$ cat src/rtl/ctrl_pkg.sv
// Shared definitions for the user-control input conditioner: debounce default,
// per-channel FSM encoding and mode-select values.
package ctrl_pkg;

   localparam int DEBOUNCE_CYCLES_DEF = 500000;

   typedef enum logic {
      IDLE    = 1'b0,
      PENDING = 1'b1
   } db_state_e;

   localparam logic MODE_A = 1'b0;
   localparam logic MODE_B = 1'b1;

endpackage

$ cat src/rtl/debounce_vec.sv
// One W-bit control channel: 2-flop synchroniser followed by a debounce FSM that
// commits a new word only after it has been seen unchanged for DEBOUNCE_CYCLES samples.
import ctrl_pkg::*;

module debounce_vec #(
   parameter int W               = 1,
   parameter int DEBOUNCE_CYCLES = DEBOUNCE_CYCLES_DEF
) (
   input  logic         clk,
   input  logic         rst,
   input  logic [W-1:0] raw_i,
   output logic [W-1:0] out_o,
   output logic         changed_o
);

   localparam int                CNT_W    = $clog2(DEBOUNCE_CYCLES + 1);
   localparam logic [CNT_W-1:0]  CNT_LAST = CNT_W'(DEBOUNCE_CYCLES - 1);

   logic [W-1:0]     s1_q, s2_q;
   logic [W-1:0]     out_q, out_d;
   logic [W-1:0]     cand_q, cand_d;
   logic [CNT_W-1:0] cnt_q, cnt_d;
   db_state_e        state_q, state_d;
   logic             changed_q;

   // Synchroniser flops are deliberately unreset so reset can reload outputs from s2.
   always_ff @(posedge clk) begin
      s1_q <= raw_i;
      s2_q <= s1_q;
   end

   always_ff @(posedge clk) begin
      if (rst) begin
         state_q   <= IDLE;
         out_q     <= s2_q;
         cand_q    <= s2_q;
         cnt_q     <= '0;
         changed_q <= 1'b0;
      end else begin
         state_q   <= state_d;
         out_q     <= out_d;
         cand_q    <= cand_d;
         cnt_q     <= cnt_d;
         changed_q <= (out_d != out_q);
      end
   end

   always_comb begin
      state_d = state_q;
      out_d   = out_q;
      cand_d  = cand_q;
      cnt_d   = cnt_q;
      unique case (state_q)
         IDLE: begin
            if (s2_q != out_q) begin
               state_d = PENDING;
               cand_d  = s2_q;
               cnt_d   = CNT_W'(1);
            end
         end
         PENDING: begin
            if (s2_q == out_q) begin
               state_d = IDLE;
               cnt_d   = '0;
            end else if (s2_q != cand_q) begin
               cand_d = s2_q;
               cnt_d  = CNT_W'(1);
            end else if (cnt_q == CNT_LAST) begin
               out_d   = cand_q;
               state_d = IDLE;
               cnt_d   = '0;
            end else begin
               cnt_d = cnt_q + CNT_W'(1);
            end
         end
         default: state_d = IDLE;
      endcase
   end

   assign out_o     = out_q;
   assign changed_o = changed_q;

endmodule

$ cat src/rtl/control_input_conditioner.sv
// User-control front end: debounces ModeSel and the TimeControl word independently
// and emits a single registered pulse whenever either debounced output changes.
import ctrl_pkg::*;

module control_input_conditioner #(
   parameter int DEBOUNCE_CYCLES = DEBOUNCE_CYCLES_DEF
) (
   input  logic       clk,
   input  logic       rst,
   input  logic       ModeSel_raw,
   input  logic [2:0] TimeControl_raw,
   output logic       ModeSel,
   output logic [2:0] TimeControl,
   output logic       ctrl_update
);

   logic mode_chg, tc_chg;
   logic ctrl_update_q, ctrl_update_d;

   debounce_vec #(
      .W               (1),
      .DEBOUNCE_CYCLES (DEBOUNCE_CYCLES)
   ) u_mode (
      .clk       (clk),
      .rst       (rst),
      .raw_i     (ModeSel_raw),
      .out_o     (ModeSel),
      .changed_o (mode_chg)
   );

   debounce_vec #(
      .W               (3),
      .DEBOUNCE_CYCLES (DEBOUNCE_CYCLES)
   ) u_time (
      .clk       (clk),
      .rst       (rst),
      .raw_i     (TimeControl_raw),
      .out_o     (TimeControl),
      .changed_o (tc_chg)
   );

   // Both channels committing on the same edge merge into one pulse.
   assign ctrl_update_d = mode_chg | tc_chg;

   always_ff @(posedge clk) begin
      if (rst) ctrl_update_q <= 1'b0;
      else     ctrl_update_q <= ctrl_update_d;
   end

   assign ctrl_update = ctrl_update_q;

endmodule

$ cat config.mk
export PLATFORM = sky130hd
export DESIGN_NAME = control_input_conditioner
export DESIGN_NICKNAME = d
export VERILOG_FILES = /design/src/rtl/ctrl_pkg.sv /design/src/rtl/debounce_vec.sv /design/src/rtl/control_input_conditioner.sv
export SDC_FILE = /design/constraint.sdc
export NUM_CORES = 1
export LEC_CHECK = 0
export CORE_MARGIN = 2
export CORE_UTILIZATION = 40
export CTS_BUF_LIST = sky130_fd_sc_hd__clkbuf_8
export CTS_CLUSTER_DIAMETER = 40
export DETAILED_ROUTE_END_ITERATION = 7
export PLACE_DENSITY = 0.62
export SYNTH_ARGS = -nofsm -noshare
export SYNTH_HDL_FRONTEND = slang
export SYNTH_SLANG_ARGS = --single-unit
$ cat constraint.sdc
create_clock -name clk -period 4.22 [get_ports clk]
set_input_delay 1.055 -clock clk [delete_from_list [all_inputs] [get_ports clk]]
set_output_delay 1.055 -clock clk [all_outputs]
set_load 0.05 [all_outputs]
==> flow_summary.toml <==
[sta]
timing_worst_slew_pin_value_ns = 0.826
maxClockFrequency_ghz = 0.359
finalSetupViolCount = 0
post-route-period-util_pct = 66.1
timing.slew.headroom_pct = 44.6
fin_skew_ns = 0.00992
unrepaired_setup_endpoints_after_global_routing = "no"
setup-tns-final_ns = 0
timing.final.max_slew_violations = 0
report.final.hold_viol_count = 0
post-route-min-period_ns = 2.79

[setup_path]
worst_ep_required_time_ns = 3.16
timing.reg2reg.setup_slack_ns = 1.89
critical_path_at_ns = 1.73
chain_of_cells_forming_the_critical_path = "clkdlybuf4s50_1"
crit_fanout = 9
worst_path_cell_with_the_longest_stage_delay = "sky130_fd_sc_hd__clkdlybuf4s50_1"
critical_path.endpoint_type = "output port"
critPathTopFamily = "buffers and inverters"
worstReg2RegStart = "u_time.cnt_q[0]"
r2r.worst_path.cells = 6
critical_path.reg2reg.endpoint = "u_time.cnt_q[13]"
critPathBufInv = 1
critical_path.max_stage_delay_ns = 0.90
worstSetupPathType = "flop to output port"
nature_of_the_critical_path_startpoint = "flop"

[power_and_ir_drop]
power_per_cell_area_mw_per_mm2 = 385
max-vdd-ir-drop_uv = 220
total_leakage_power_nw = 1.13

[hold_path]
worstHoldStart = "u_time.s1_q[1]"
holdCritPathClass = "flop to flop"
hold_path_end = "u_time.s2_q[1]"
min_delay_path_depth = 0

[cells_and_area]
fin_nets = 350
layout-drive-gt1-share_pct = 15.0
layout.core_utilization_pct = 45.4
final_cells = 449
final_cell_mix = "sky130_fd_sc_hd__dfxtp_1 (55), sky130_fd_sc_hd__nand2_1 (30), sky130_fd_sc_hd__nand3_1 (28), sky130_fd_sc_hd__nor2_1 (25), sky130_fd_sc_hd__a31oi_1 (20)"
areaGrowthSynthToFinish_pct = 12.0
antenna-diode-count = 0
final_common_cell = "sky130_fd_sc_hd__dfxtp_1"

[drt]
route.final.wire_length_um = 6370
detail-route-antenna-nets = 0
drc_violation_total_after_the_first_tritonroute_iteration = 146
vias = 2561
vias_per_cell = 5.70
detail_route.wl_per_cell_um = 14.2
drc = 0
drt_first_pass_iters = 4

[die]
design.portCount = 11
start_util_pct = 40.5
die_area_mm2 = 0.00843
number_of_cell_rows = 32
die_h_um = 91.8
core_area_mm2 = 0.00761
die_w_um = 91.8

[synth]
synth_warnings = 0
distinct_cell_type_count_of_the_synthesized_netlist = 75
synth_seq_area_share_pct = 39.6
ys_seq_elements = 59
synth_async_sr_flop_share_pct = 0
postSynthAreaPerCell_um2 = 9.18
synth-main-ff-cell = "sky130_fd_sc_hd__dfxtp_1"
mappedNetlistArea_mm2 = 0.00308
synth_enable_flop_cells = 4
postSynthCellCount = 336
synth_nets = 344

[placement]
post-place-cells = 433
detailed_place_hpwl_um = 4370
port_buffers = 10
gp_routability_congestion = 0.852

[clock_network]
clock_latency_ns = 0.34
postCtsHoldBufs = 0
cts_max_path_buffers = 2
cts_repair_resize_count = 0
post-cts-setup-buffers = 0
ctsHtreeMaxLevel = 3
cts_made_buffers = 9
number_of_clock_sinks_seen_by_cts = 59
clk_pin_slew_worst_paths_ns = 0.07
clock_tree.root_cell = "sky130_fd_sc_hd__clkbuf_8"
tritoncts_clock_tree = "done"

[global_route]
grt_start_max_net_pins = 29
number_of_antenna_violations_at_the_first_check_in_global_routing = 0
first_global_vias = 2375
global_route_total_usage_across_every_layer_pct = 16.4
grt_first_pass_wirelength_um = 11200
grt.overflow.total = 0

[job]
cap_violations = 0

[outcome]
status = "complete, no violations"
[kinds of logic (layout without fill, tap and decap cells)]
logic type | after synthesis | in the layout | share of synthesized area [%]
compound gates | 75 | 75 | 17.3
xor+xnor | 12 | 12 | 3.65
fa+ha+maj | 2 | 2 | 0.811
buf+inv | 23 | 34 | 4.50
flops | 59 | 59 | 39.6
mux | 8 | 8 | 2.84
simple gates | 157 | 157 | 31.3
[power breakdown]
part	total [mW]	switching, mW	leakage (nW)	internal, mW
Combinational	0.104	0.0619	0.521	0.0422
Sequential	0.601	0.0203	0.490	0.581
Clock	0.626	0.235	0.119	0.391
Total	1.33	0.317	1.13	1.01
[per-stage QoR]
step	hold slack [ns]	instance area [um2]	power [mW]	worst slack [ns]
6_report	0.327	3450	1.33	1.43
5_1_grt	0.339	3450	1.38	1.36
4_1_cts	0.330	3450	1.35	1.41
3_5_place_dp	0.314	3210	0.718	1.17
3_3_place_gp	0.313	3210	0.716	1.24
2_1_floorplan	0.310	3080	0.693	2.08
[flip-flops by register name, indices dropped and copies added (netlist names)]
register          flops
u_time.cnt_q         19
ctrl_update           1
u_mode.s2_q           1
u_time.changed_o      1
u_mode.changed_o      1
u_mode.cnt_q         19
u_time.state_q        1
u_mode.state_q        1
u_time.s1_q           3
u_time.out_o          3
u_time.s2_q           3
u_mode.s1_q           1
u_time.cand_q         3
u_mode.out_o          1
u_mode.cand_q         1
[metal layers]
layer  GRT usage, %  up-vias  share of wire, %
li1               -     1274                 -
met1           20.1     1213                47
met2           26.8       59                47
met3           5.09       15               4.2
met4           6.22        0               1.9
met5              0        -                 0
[Yosys cell counts (3+ instances only)]
cell type / n / area, um2
sky130_fd_sc_hd__nand3b_1: 5 / 37.5
sky130_fd_sc_hd__buf_4: 4 / 30.0
sky130_fd_sc_hd__mux2_1: 3 / 33.8
sky130_fd_sc_hd__a21oi_1: 15 / 75.1
sky130_fd_sc_hd__or2_2: 3 / 18.8
sky130_fd_sc_hd__buf_6: 4 / 45.0
sky130_fd_sc_hd__o211ai_1: 6 / 45.0
sky130_fd_sc_hd__nand2_1: 30 / 113
sky130_fd_sc_hd__xnor2_1: 6 / 52.6
sky130_fd_sc_hd__inv_1: 5 / 18.8
sky130_fd_sc_hd__nor4_2: 4 / 50.1
sky130_fd_sc_hd__dfxtp_1: 55 / 1100
sky130_fd_sc_hd__mux2_2: 3 / 33.8
sky130_fd_sc_hd__nor2_1: 25 / 93.8
sky130_fd_sc_hd__a31oi_1: 20 / 125
sky130_fd_sc_hd__buf_2: 6 / 30.0
sky130_fd_sc_hd__nand2b_1: 7 / 43.8
sky130_fd_sc_hd__a22o_1: 4 / 35.0
sky130_fd_sc_hd__nor3_1: 10 / 50.1
sky130_fd_sc_hd__edfxtp_1: 4 / 120
sky130_fd_sc_hd__xor2_1: 5 / 43.8
sky130_fd_sc_hd__nand3_1: 28 / 140
sky130_fd_sc_hd__clkbuf_1: 3 / 11.3
sky130_fd_sc_hd__o21ai_0: 9 / 45.0
sky130_fd_sc_hd__nand4_1: 10 / 62.6
[area by class of cell]
cell class / instances / area, um2
clock buffer: 9 / 124
timing repair buffer: 13 / 123
sequential: 59 / 1220
multi-input combinational: 254 / 1720
fill: 725 / 4150
tap: 102 / 128
inverter: 5 / 18.8
clock inverter: 7 / 116
[worst max path at each step]
stage	startpoint	endpoint	cells after the start
after floorplan	rst	u_mode.changed_o	4
after global placement	rst	u_time.cnt_q[8]	5
after detailed placement	rst	u_time.cnt_q[8]	5
after CTS	u_mode.out_o	ModeSel	1
after global routing	u_mode.out_o	ModeSel	1
final	u_mode.out_o	ModeSel	1
(Power assumes the default switching activity.)
